===== src/rtl/draw_scheduler_if.sv =====
// Bundle between the draw scheduler, its four rectangle engines and the VGA adapter port.
// The slave modport is the scheduler's view; master is the engines/adapter side.
interface draw_scheduler_if;
  logic [3:0]  req;
  logic [3:0]  eng_done;
  logic [35:0] eng_x;
  logic [31:0] eng_y;
  logic [11:0] eng_colour;
  logic [3:0]  eng_enable;
  logic [3:0]  eng_reset_n;
  logic [8:0]  vga_x;
  logic [7:0]  vga_y;
  logic [2:0]  vga_colour;
  logic        vga_plot;
  logic [3:0]  ack;
  logic        err;
  logic        busy;

  modport slave (
    input  req, eng_done, eng_x, eng_y, eng_colour,
    output eng_enable, eng_reset_n, vga_x, vga_y, vga_colour, vga_plot, ack, err, busy
  );

  modport master (
    output req, eng_done, eng_x, eng_y, eng_colour,
    input  eng_enable, eng_reset_n, vga_x, vga_y, vga_colour, vga_plot, ack, err, busy
  );
endinterface


===== src/rtl/draw_scheduler.sv =====
// Round-robin owner of the single VGA write port across four rectangle-draw engines,
// with ROM-latency realignment, screen clipping and colour-key transparency.
//
// state | meaning
// IDLE  | all engines held in reset, waiting for a request
// DRAW  | granted engine enabled, one pixel per cycle into the pipeline
// FLUSH | two cycles to drain the coordinate/colour pipeline
// ACK   | one-cycle ack (and err on timeout), granted engine rewound
module draw_scheduler #(
  parameter int unsigned SCREEN_W      = 320,
  parameter int unsigned SCREEN_H      = 240,
  parameter bit          TRANSP_EN     = 1'b1,
  parameter logic [2:0]  TRANSP_COLOUR = 3'b000,
  parameter logic [15:0] TIMEOUT       = 16'd65535
) (
  input logic              clock_all,
  input logic              reset_all,
  draw_scheduler_if.slave  sched
);

  localparam logic [9:0] W_LIM = 10'(SCREEN_W);
  localparam logic [8:0] H_LIM = 9'(SCREEN_H);

  typedef enum logic [1:0] {IDLE, DRAW, FLUSH, ACK} state_t;

  state_t      r_state;
  logic [1:0]  r_grant;
  logic [1:0]  r_ptr;
  logic        r_flush;
  logic        r_abort;
  logic [15:0] r_tmo;
  logic        r_pv;
  logic [8:0]  r_px;
  logic [7:0]  r_py;

  logic [8:0]  w_ex [4];
  logic [7:0]  w_ey [4];
  logic [2:0]  w_ec [4];
  logic [2:0]  w_col;
  logic [15:0] w_tmo_next;
  logic        w_plot;
  logic        w_found;
  logic [1:0]  w_pick;

  for (genvar gi = 0; gi < 4; gi++) begin : g_unpack
    assign w_ex[gi] = sched.eng_x[9*gi +: 9];
    assign w_ey[gi] = sched.eng_y[8*gi +: 8];
    assign w_ec[gi] = sched.eng_colour[3*gi +: 3];
  end

  // Colour arrives one cycle after its coordinate, so it pairs with the pipeline stage.
  assign w_col      = w_ec[r_grant];
  assign w_tmo_next = r_tmo + 16'd1;
  assign w_plot     = r_pv && ({1'b0, r_px} < W_LIM) && ({1'b0, r_py} < H_LIM) &&
                      !(TRANSP_EN && (w_col == TRANSP_COLOUR));

  always_comb begin
    logic [1:0] v_idx;
    v_idx   = r_ptr;
    w_found = 1'b0;
    w_pick  = r_ptr;
    for (int i = 0; i < 4; i++) begin
      v_idx = r_ptr + 2'(i);
      if (!w_found && sched.req[v_idx]) begin
        w_found = 1'b1;
        w_pick  = v_idx;
      end
    end
  end

  function automatic logic [3:0] onehot(input logic [1:0] idx);
    return 4'b0001 << idx;
  endfunction

  always_ff @(posedge clock_all) begin
    if (!reset_all) begin
      r_state           <= IDLE;
      r_grant           <= 2'd0;
      r_ptr             <= 2'd0;
      r_flush           <= 1'b0;
      r_abort           <= 1'b0;
      r_tmo             <= 16'd0;
      r_pv              <= 1'b0;
      r_px              <= 9'd0;
      r_py              <= 8'd0;
      sched.eng_enable  <= 4'd0;
      sched.eng_reset_n <= 4'd0;
      sched.vga_x       <= 9'd0;
      sched.vga_y       <= 8'd0;
      sched.vga_colour  <= 3'd0;
      sched.vga_plot    <= 1'b0;
      sched.ack         <= 4'd0;
      sched.err         <= 1'b0;
      sched.busy        <= 1'b0;
    end else begin
      sched.ack      <= 4'd0;
      sched.err      <= 1'b0;
      r_pv           <= 1'b0;
      sched.vga_plot <= w_plot;
      // Masked pixels still move the coordinates; only the strobe is suppressed.
      if (r_pv) begin
        sched.vga_x      <= r_px;
        sched.vga_y      <= r_py;
        sched.vga_colour <= w_col;
      end

      case (r_state)
        IDLE: begin
          if (w_found) begin
            r_grant           <= w_pick;
            r_tmo             <= 16'd0;
            r_abort           <= 1'b0;
            sched.eng_enable  <= onehot(w_pick);
            sched.eng_reset_n <= onehot(w_pick);
            sched.busy        <= 1'b1;
            r_state           <= DRAW;
          end
        end
        DRAW: begin
          r_pv  <= 1'b1;
          r_px  <= w_ex[r_grant];
          r_py  <= w_ey[r_grant];
          r_tmo <= w_tmo_next;
          if (sched.eng_done[r_grant]) begin
            sched.eng_enable <= 4'd0;
            r_flush          <= 1'b0;
            r_state          <= FLUSH;
          end else if (w_tmo_next == TIMEOUT) begin
            sched.eng_enable <= 4'd0;
            r_flush          <= 1'b0;
            r_abort          <= 1'b1;
            r_state          <= FLUSH;
          end
        end
        FLUSH: begin
          if (r_flush) begin
            sched.ack         <= onehot(r_grant);
            sched.err         <= r_abort;
            sched.eng_reset_n <= 4'd0;
            r_state           <= ACK;
          end else begin
            r_flush <= 1'b1;
          end
        end
        ACK: begin
          r_ptr      <= r_grant + 2'd1;
          sched.busy <= 1'b0;
          r_state    <= IDLE;
        end
        default: r_state <= IDLE;
      endcase
    end
  end

endmodule


===== src/flat_wrapper.sv =====
// flat-port wrapper written by rule: the top's interface ports become plain ports
module draw_scheduler_flat 
#(
  parameter int unsigned SCREEN_W      = 320,
  parameter int unsigned SCREEN_H      = 240,
  parameter bit          TRANSP_EN     = 1'b1,
  parameter logic [2:0]  TRANSP_COLOUR = 3'b000,
  parameter logic [15:0] TIMEOUT       = 16'd65535
)
  (clock_all, reset_all, sched_req, sched_eng_done, sched_eng_x, sched_eng_y, sched_eng_colour, sched_eng_enable, sched_eng_reset_n, sched_vga_x, sched_vga_y, sched_vga_colour, sched_vga_plot, sched_ack, sched_err, sched_busy);
  draw_scheduler_if sched_i ();
  input logic clock_all;
  input logic reset_all;
  input wire logic [$bits(sched_i.req)-1:0] sched_req;
  input wire logic [$bits(sched_i.eng_done)-1:0] sched_eng_done;
  input wire logic [$bits(sched_i.eng_x)-1:0] sched_eng_x;
  input wire logic [$bits(sched_i.eng_y)-1:0] sched_eng_y;
  input wire logic [$bits(sched_i.eng_colour)-1:0] sched_eng_colour;
  output wire logic [$bits(sched_i.eng_enable)-1:0] sched_eng_enable;
  output wire logic [$bits(sched_i.eng_reset_n)-1:0] sched_eng_reset_n;
  output wire logic [$bits(sched_i.vga_x)-1:0] sched_vga_x;
  output wire logic [$bits(sched_i.vga_y)-1:0] sched_vga_y;
  output wire logic [$bits(sched_i.vga_colour)-1:0] sched_vga_colour;
  output wire logic [$bits(sched_i.vga_plot)-1:0] sched_vga_plot;
  output wire logic [$bits(sched_i.ack)-1:0] sched_ack;
  output wire logic [$bits(sched_i.err)-1:0] sched_err;
  output wire logic [$bits(sched_i.busy)-1:0] sched_busy;
  assign sched_i.req = sched_req;
  assign sched_i.eng_done = sched_eng_done;
  assign sched_i.eng_x = sched_eng_x;
  assign sched_i.eng_y = sched_eng_y;
  assign sched_i.eng_colour = sched_eng_colour;
  assign sched_eng_enable = sched_i.eng_enable;
  assign sched_eng_reset_n = sched_i.eng_reset_n;
  assign sched_vga_x = sched_i.vga_x;
  assign sched_vga_y = sched_i.vga_y;
  assign sched_vga_colour = sched_i.vga_colour;
  assign sched_vga_plot = sched_i.vga_plot;
  assign sched_ack = sched_i.ack;
  assign sched_err = sched_i.err;
  assign sched_busy = sched_i.busy;
  draw_scheduler #(.SCREEN_W(SCREEN_W), .SCREEN_H(SCREEN_H), .TRANSP_EN(TRANSP_EN), .TRANSP_COLOUR(TRANSP_COLOUR), .TIMEOUT(TIMEOUT)) u_core (.clock_all(clock_all), .reset_all(reset_all), .sched(sched_i));
endmodule

===== config.mk =====
export PLATFORM = sky130hd
export DESIGN_NAME = draw_scheduler_flat
export DESIGN_NICKNAME = d
export VERILOG_FILES = /design/src/rtl/draw_scheduler_if.sv /design/src/rtl/draw_scheduler.sv /design/src/flat_wrapper.sv
export SDC_FILE = /design/constraint.sdc
export NUM_CORES = 1
export LEC_CHECK = 0
export BUFFER_PORTS_ARGS = -buffer_cell sky130_fd_sc_hd__buf_2
export CAP_MARGIN = 20
export CORE_MARGIN = 10
export CORE_UTILIZATION = 55
export DETAILED_ROUTE_END_ITERATION = 16
export HOLD_SLACK_MARGIN = 0.12
export PLACE_DENSITY_LB_ADDON = 0.25
export SKIP_CTS_REPAIR_TIMING = 1
export SLEW_MARGIN = 5
export SYNTH_ARGS = -nofsm -noshare
export SYNTH_HDL_FRONTEND = slang
export SYNTH_SLANG_ARGS = --single-unit

===== constraint.sdc =====
create_clock -name clock_all -period 6.3 [get_ports clock_all]
set_clock_uncertainty 0.2 [all_clocks]
set_input_delay 1.575 -clock clock_all [delete_from_list [all_inputs] [get_ports clock_all]]
set_output_delay 1.575 -clock clock_all [all_outputs]
set_load 0.02 [all_outputs]

==> results.yml, run 1 <==
timing:
  fmax_mhz: 307
  period_needed_ps: 3260
  tightest_slew_ps: 928
  rsz0062_at_grt: "false"
  slew_violations: 0
  fin_tns_setup_ps: 0
  setup_viol: 0
  hold_viol: 0
  max-slew-margin-rel_pct: 38.1
  finalCritPeriodShare_pct: 51.7
cells_and_area:
  n_antenna_cell: 0
  multi_input_area_sq_um: 2230
  final_cell_mix: "124 x buf_2, 76 x dfxtp_1, 70 x nor2_1, 40 x mux2i_1, 23 x nand2_1"
  fillers: 542
  drive_gt1_share_pct: 35.0
  layout.nets: 619
  syn_to_final_growth_pct: 21.6
  layout_commonest_cell: "buf_2"
  ff_latch_area_sq_um: 1540
synth:
  syn_area_sq_um: 3940
  syn_inst: 410
  synth_compound_area_share_pct: 12.8
  synth_seq_cells: 77
  syn_area_per_cell_sq_um: 9.62
  synth_nets: 506
  synth_edf_count: 0
  synth_cell_types: 59
  async_flop_share_pct: 0
  yosysWarnings: 0
  synth_top_family_by_area: "multiplexers"
  muxShareOfSynthArea_pct: 22.1
  synthFlopType: "dfxtp_1"
  synthAdderAreaFrac_pct: 1.90
  seq_area_frac_synth_pct: 39.1
  synthSimpleGateAreaFrac_pct: 18.2
  synth_xor_xnor_area_share_pct: 1.52
drt:
  ant_nets: 0
  vias: 3540
  drtIter0Drc: 162
  avgViaCountPerCell: 5.67
  wl_mm: 10.7
  drt-wirelength-per-cell_um: 17.1
  first_pass_iters: 4
  drc: 0
critical_path:
  critical_path.endpoint_type: "flip-flop"
  ff2ff_setup_slack_ps: 3350
  r2r_start: "u_core.r_tmo[1]"
  cp-start-kind: "input port"
  worst_path_largest_cell_delay_ps: 610
  arrival_ps: 3350
  cp.required_ps: 6390
  cpLargestDelayFamily: "compound AO/OA/AOI/OAI gates"
  r2r_cells: 7
  cp_slowest_cell: "nor4_1"
  worst-path-buf-inv: 1
  path_class: "in -> reg"
  crit_chain: "buf_2 -> nor4_1 -> a21oi_1 -> a21oi_1 -> o21a_2 -> a22o_1"
  r2r_end: "u_core.sched.eng_enable[0]"
  cp_max_fo: 12
  cpMostUsedCell: "a21oi_1"
power:
  swShare_pct: 38.1
  p_int_mw: 0.974
  leakagePower_nw: 2.04
  pwr-share-seq_pct: 39.4
  comb_power_share_pct: 38.7
  power.density_nw_per_um2: 328
  power.switching_mw: 0.599
  p_clk_share_pct: 21.9
  ir_drop_mv: 0.270
  power_mw: 1.57
grt:
  grt.overflow.total: 0
  grt_max_degree: 64
  track_usage_pct: 19.2
  grt_pass1_wl_mm: 17.5
  grt_pass1_vias: 3608
  antenna_found_initial: 0
clocking:
  clk_latency_ps: 350
  htreeDepth: 3
  clock-root-buffer: "clkbuf_8"
  numCtsBuffers: 9
  clk_pin_slew_worst_paths_ps: 70
  clock-sinks: 77
  cts_buffer_depth: 2
  cts_tree: "built"
worst_hold_path:
  hold_start: "u_core.sched.eng_enable[3]"
  holdPathStages: 1
  min_path_type: "reg -> reg"
  whs_endpoint: "u_core.sched.eng_enable[3]"
placed_design:
  hpwl_mm: 7.86
  gp_congestion: 0.841
  port_buffers: 124
floorplanning:
  core-area_sq_um: 6870
  start_util_pct: 57.4
  row_count: 30
  die_w_um: 105
  ios: 125
  die_y_um: 105
  fp.dieArea_sq_um: 11000
job:
  max_cap_violations: 0
run_status:
  status: "completed"
-- worst max path at each step --
stage | start | end | slack [ps] | cells after the start
global route | sched_req[0] | u_core.sched.eng_enable[0] | 2810 | 6
global placement | sched_req[0] | u_core.sched.eng_enable[1] | 2740 | 6
detailed placement | sched_req[0] | u_core.sched.eng_enable[1] | 2680 | 6
finish | sched_req[0] | u_core.sched.eng_enable[0] | 3040 | 6
CTS | sched_req[0] | u_core.sched.eng_enable[0] | 3050 | 6
floorplan | sched_req[0] | u_core.r_tmo[15] | 2870 | 6
-- cell type report --
| type | count | area share, % |
|---|---|---|
| clock inverters | 6 | 0.965 |
| repair buffers | 130 | 14.1 |
| flip-flops and latches | 77 | 32.2 |
| clock buffers | 10 | 2.87 |
| inverters | 10 | 0.783 |
| multi-input cells | 295 | 46.6 |
| well taps | 96 | 2.50 |
-- cells by family after synthesis --
family	count (synthesis)
AOI/OAI and AO/OA	74
buffers and inverters	38
and+or+nand+nor	148
xor gates and xnor gates	6
muxes	61
adders and majority gates	6
DFF	77
-- metrics by stage --
| stage | area [sq um] | worst slack [ps] | cells | utilization, % | hold WS (ps) |
|---|---|---|---|---|---|
| floorplan | 3940 | 2870 | 410 | - | 231 |
| global placement | 4590 | 2740 | 607 | 66.8 | 256 |
| detailed placement | 4590 | 2680 | 607 | 66.8 | 255 |
| CTS | 4780 | 3050 | 623 | 69.5 | 277 |
| global route | 4800 | 2810 | 624 | 69.8 | 305 |
| finish | 4800 | 3040 | 624 | 69.8 | 276 |
-- routing by layer --
metal | wire, um | track usage (%) | part of all wire [%]
met1 | 4580 | 23.0 | 43
met2 | 5330 | 32.5 | 50
met3 | 660 | 6.27 | 6.2
met4 | 122 | 5.00 | 1.1
met5 | 0 | 0 | 0
-- state kept, by name, indices dropped and copies added (netlist names), 3 cells and up --
name and count:
u_core.r_px 9, u_core.r_py 8, u_core.r_tmo 16, u_core.sched.ack 4
u_core.sched.eng_enable 4, u_core.sched.eng_reset_n 4, u_core.sched.vga_colour 3, u_core.sched.vga_x 9
u_core.sched.vga_y 8
-- Yosys cell counts (all sizes together) (4+ instances only) --
master | count | area [sq um]
dfxtp | 77 | 1540
nor4 | 5 | 31.3
nand3 | 12 | 60.1
nor3 | 8 | 40.0
ha | 6 | 75.1
nor2b | 4 | 25.0
nand2 | 23 | 86.3
nor2 | 70 | 263
mux4 | 21 | 473
xnor2 | 4 | 42.6
buf | 12 | 65.1
nand4 | 7 | 80.1
and3 | 4 | 26.3
a21oi | 21 | 105
a22oi | 5 | 37.5
o21ai | 16 | 80.1
and2 | 5 | 31.3
a21o | 4 | 32.5
inv | 10 | 37.5
mux2i | 40 | 400
clkbuf | 15 | 56.3
-- power by group through the flow --
stage               registers, mW  clock network, mW  logic (mW)
floorplan                   0.628                  0       0.440
global placement            0.626                  0       0.587
detailed placement          0.630                  0       0.603
CTS                         0.619              0.350       0.605
global route                0.631              0.374       0.673
finish                      0.619              0.344       0.609
Power figures use the tool's default switching activity.
==> run 2, diff against run 1 <==
Settings changed: ABC_AREA set to 1, CORE_UTILIZATION 55 to 52.
Clock period 6.3 ns to 3.2 ns, I/O delays scaled along.
==> results.yml, run 2 <==
synth:
  yosysMostFrequentCell: "nand2_1"
  synth_common_cells: "127 x nand2_1, 77 x dfxtp_1, 74 x nor2_1"
  syn_inst: 590
  syn_area_per_cell_sq_um: 7.04
  synth_edf_count: 0
  synth_top_cell_area_share_pct: 37.1
  synthFlopType: "dfxtp_1"
  synth_area_leader_cell: "dfxtp_1"
  yosys-top-cells-area: "dfxtp_1 37%, nand2_1 11%, nor2_1 6.7%, o21ai_0 5.4%, nand3_1 5.1%"
  async_flop_share_pct: 0
  yosysWarnings: 0
  synth_seq_cells: 77
  synth_nets: 686
  seq_area_frac_synth_pct: 37.1
  synth_cell_types: 43
  syn_area_sq_um: 4150
power:
  leakagePower_nw: 2.35
  power.density_nw_per_um2: 829
  ir_drop_mv: 0.396
  swShare_pct: 42.9
  power.switching_mw: 1.80
  p_int_mw: 2.40
  power_mw: 4.21
  pwr-share-seq_pct: 32.5
  comb_power_share_pct: 44.0
  p_clk_share_pct: 23.5
cells_and_area:
  final_cell_mix: "127 x nand2_1, 124 x buf_2, 77 x dfxtp_1, 74 x nor2_1, 45 x o21ai_0"
  layout.nets: 801
  final_cells: 812
  reg.largest.list: "u_core.r_tmo (16), u_core.r_px (9), u_core.sched.vga_x (9)"
  n_antenna_cell: 0
  layout_commonest_cell: "nand2_1"
  stdcell_area_sq_um: 5080
  largest_reg_flops: 16
  fin_util_pct: 65.4
  drive_gt1_share_pct: 28.7
  regMostFlops: "u_core.r_tmo"
  syn_to_final_growth_pct: 22.2
drt:
  wl_mm: 12.3
  vias: 4364
  drc: 0
  drt-wirelength-per-cell_um: 15.1
  first_pass_iters: 4
  avgViaCountPerCell: 5.37
  drtIter0Drc: 173
  ant_nets: 0
worst_hold_path:
  min_path_type: "reg -> reg"
placed_design:
  post-place-cells: 796
  gp_congestion: 0.890
  port_buffers: 124
  place_area_sq_um: 4810
  dp_slack_ps: 585
  hpwl_mm: 9.18
clocking:
  cts_buffer_depth: 2
  clock-sinks: 77
  clock-root-buffer: "clkbuf_8"
  clk_pin_slew_worst_paths_ps: 80
  numCtsBuffers: 9
  htreeDepth: 3
  cts_tree: "built"
  clk_latency_ps: 360
grt:
  grtUsageMet1_pct: 24.1
  grt_pass1_vias: 4356
  grt_max_degree: 52
  antenna_found_initial: 0
  grt.overflow.total: 0
  track_usage_pct: 20.7
  use_met2_pct: 35.0
  grt_pass1_wl_mm: 20.1
  grt.busiest_layer: "met2"
  grt_util_met3_pct: 7.78
timing:
  rsz0062_at_grt: "false"
  hold_ws_ps: 261
  fmax_mhz: 383
  slew_violations: 0
  fin_tns_setup_ps: 0
  tightest_slew_ps: 928
  setup_viol: 0
  worst_slack_ps: 587
  hold_viol: 0
  max-slew-margin-rel_pct: 38.1
  finalCritPeriodShare_pct: 81.7
  period_needed_ps: 2610
critical_path:
  cp-start-kind: "flip-flop"
  critical_path.endpoint_type: "flip-flop"
  cp_max_fo: 14
  cp.required_ps: 3260
  path_class: "reg -> reg"
  arrival_ps: 2670
floorplanning:
  ios: 125
  core-area_sq_um: 7770
  die_w_um: 109
  fp.dieArea_sq_um: 12000
  row_count: 32
  die_y_um: 109
  start_util_pct: 53.5
job:
  max_cap_violations: 0
run_status:
  status: "completed"
[run 2: layout make-up]
class                   count  area (sq um)
clock inverters             7           146
repair buffers            130           666
well taps                 102           128
flip-flops and latches     77          1540
inverters                  53           204
fillers                   698          2690
multi-input cells         434          2270
clock buffers               9           124
[run 2: logic make-up after synthesis]
kind of cell,after synthesis,share of synthesized area (%)
xor+xnor,2,0.422
fa+ha+maj,6,1.81
simple gates,290,31.6
buf+inv,79,8.31
flops,77,37.1
compound gates,136,20.7
[run 2: path summary, 6_finish.rpt]
check / cells after the start / endpoint / start / slack, ps
worst max-delay path: 11 / u_core.sched.eng_enable[0] / u_core.r_grant[0] / 590
worst min register to register: 2 / u_core.sched.eng_reset_n[3] / u_core.sched.eng_reset_n[3] / 260
worst max register to register: 11 / u_core.sched.eng_enable[0] / u_core.r_grant[0] / 590
worst min-delay path: 2 / u_core.sched.eng_reset_n[3] / u_core.sched.eng_reset_n[3] / 260
[run 2: worst max-delay path: stages (launching register included)]
cell and delay (ps):
dfxtp_1 660, inv_2 170, nand2_1 170, inv_2 150, nand2_1 90, nand2_1 90
a221oi_1 490, nand3_4 210, nand2_2 100, inv_2 50, nor2_1 80, nor2_1 50
[run 2: per-layer routing]
| metal | wire length (um) | vias to the layer above | part of all wire (%) |
|---|---|---|---|
| li1 | - | 2209 | - |
| met1 | 5110 | 1993 | 42 |
| met5 | 0 | - | 0 |
| met4 | 127 | 0 | 1.0 |
| met2 | 5990 | 153 | 49 |
| met3 | 1060 | 9 | 8.6 |
[run 2: power by group through the flow]
stage | sequential (mW) | combinational [mW] | clock [mW]
after floorplan | 1.47 | 1.30 | 0
after global placement | 1.38 | 1.79 | 0
after detailed placement | 1.39 | 1.84 | 0
after CTS | 1.37 | 1.85 | 0.988
after global routing | 1.40 | 2.06 | 1.03
final | 1.37 | 1.85 | 0.989
==> run 3, diff against run 2 <==
Settings changed: CORE_UTILIZATION 52 to 47.
Clock period 3.2 ns to 2.3 ns, I/O delays scaled along.
==> results.yml, run 3 (synthesis results as in run 2) <==
clocking:
  clock-sinks: 77
  clk_latency_ps: 360
  clock-root-buffer: "clkbuf_8"
  numCtsBuffers: 9
  cts_tree: "built"
  cts_buffer_depth: 2
  clk_pin_slew_worst_paths_ps: 90
  htreeDepth: 3
critical_path:
  worst-path-buf-inv: 3
  cp_max_fo: 13
  critical_path.endpoint_type: "flip-flop"
  cpMostUsedCell: "inv_1"
  r2r_start: "u_core.r_state[1]"
  arrival_ps: 2180
  cp-start-kind: "flip-flop"
  crit_chain: "inv_1 -> ha_1 -> inv_1 -> o21ai_4 -> inv_6 -> nand2_2 -> a21oi_2"
  worst_path_largest_cell_delay_ps: 440
  cp.required_ps: 2320
  cpLargestDelayFamily: "buffers and inverters"
  ff2ff_setup_slack_ps: 140
  r2r_end: "u_core.r_tmo[15]"
  r2r_cells: 7
  path_class: "reg -> reg"
  cp_slowest_cell: "o21ai_4"
floorplanning:
  die_y_um: 114
  core-area_sq_um: 8680
  fp.dieArea_sq_um: 13000
  die_w_um: 114
  row_count: 34
  ios: 125
  start_util_pct: 47.9
placed_design:
  hpwl_mm: 9.48
  dp_slack_ps: -8.44
  post-place-cells: 812
  port_buffers: 124
  gp_congestion: 0.941
timing:
  hold_viol: 0
  setup_viol: 0
  tightest_slew_ps: 495
  fmax_mhz: 463
  worst_slack_ps: 142
  slew_violations: 0
  period_needed_ps: 2160
  hold_ws_ps: 253
  finalCritPeriodShare_pct: 93.8
  max-slew-margin-rel_pct: 67.0
power:
  power_mw: 5.53
  leakagePower_nw: 2.35
  p_int_mw: 2.98
  pwr-share-seq_pct: 34.0
  p_clk_share_pct: 17.1
  power.density_nw_per_um2: 1080
  comb_power_share_pct: 48.8
  ir_drop_mv: 0.469
  power.switching_mw: 2.55
  swShare_pct: 46.0
grt:
  track_usage_pct: 18.4
  grt.overflow.total: 0
  grt_pass1_vias: 4278
  grt_max_degree: 36
  grt_pass1_wl_mm: 20.1
  antenna_found_initial: 0
drt:
  met2_length_mm: 5.65
  first_pass_iters: 7
  drt-wirelength-per-cell_um: 14.8
  vias: 4449
  wl_mm: 12.2
  m1WireLength_mm: 5.46
  ant_nets: 0
  drtIter0Drc: 259
  avgViaCountPerCell: 5.37
  highest_layer: "met4"
  drc: 0
  route.met3.wl_um: 945
cells_and_area:
  syn_to_final_growth_pct: 23.0
  final_cells: 829
  drive_gt1_share_pct: 30.9
  reg.largest.list: "u_core.r_tmo (16), u_core.r_px (9), u_core.sched.vga_x (9)"
  fillers: 844
  layout_commonest_cell: "nand2_1"
  largest_reg_flops: 16
  regMostFlops: "u_core.r_tmo"
  n_antenna_cell: 0
  fin_util_pct: 58.9
  layout.nets: 812
  final_cell_mix: "125 x nand2_1, 124 x buf_2, 73 x nor2_1, 73 x dfxtp_1, 45 x o21ai_0"
run_status:
  status: "completed"
job:
  max_cap_violations: 0
worst_hold_path:
  whs_endpoint: "u_core.sched.err"
  min_path_type: "reg -> reg"
  hold_start: "u_core.r_abort"
  holdPathStages: 2
-- run 3: cell types whose count changed in the layout (fill, tap and decap cells not counted), moves of 3 or more --
cell and delta:
inv_6 +3, buf_4 +10, bufinv_16 -4, dfxtp_1 -4
-- run 3: worst min-delay path, delay by kind of cell, from the launching register on --
kind | cells | cell delay, ps
DFF | 1 | 300
buffers and inverters | 1 | 70
and+or+nand+nor | 1 | 40
-- run 3: how the worst max path moves through the flow --
stage	start	to	slack, ps	cells after the start
finish	u_core.r_state[1]	u_core.r_tmo[15]	140	7
global route	u_core.r_tmo[0]	u_core.sched.eng_enable[0]	-2	15
CTS	u_core.r_ptr[0]	u_core.r_tmo[0]	90	11
detailed placement	sched_req[1]	u_core.r_tmo[0]	-8	11
global placement	sched_req[1]	u_core.r_tmo[0]	10	11
floorplan	sched_req[1]	u_core.r_tmo[8]	330	11
-- run 3: final cells by class --
class | instances | area [sq um] | area share, %
Clock buffer | 9 | 124 | 2.42
Clock inverter | 7 | 55.1 | 1.08
Inverter | 53 | 206 | 4.04
Multi-Input combinational cell | 435 | 2300 | 45.0
Sequential cell | 77 | 1550 | 30.4
Tap cell | 108 | 135 | 2.64
Timing Repair Buffer | 140 | 741 | 14.5
-- run 3: power by group through the flow --
stage / registers (mW) / logic [mW] / clock network, mW
floorplan: 2.04 / 1.81 / 0
global placement: 1.89 / 2.63 / 0
detailed placement: 1.90 / 2.67 / 0
CTS: 1.87 / 2.68 / 0.956
global route: 1.92 / 3.00 / 1.02
finish: 1.88 / 2.70 / 0.948
-- run 3: routing by layer --
layer  vias up  track usage (%)
met4         0             5.51
met1      2021             24.0
li1       2235                -
met5         -                0
met3        18             5.09
met2       175             28.9
-- run 3: stage by stage --
| step | TNS (ps) | instance area, sq um |
|---|---|---|
| 2_1_floorplan | 0 | 4150 |
| 3_3_place_gp | 0 | 4890 |
| 3_5_place_dp | -8.44 | 4890 |
| 4_1_cts | 0 | 5070 |
| 5_1_grt | -2.20 | 5110 |
| 6_report | 0 | 5110 |
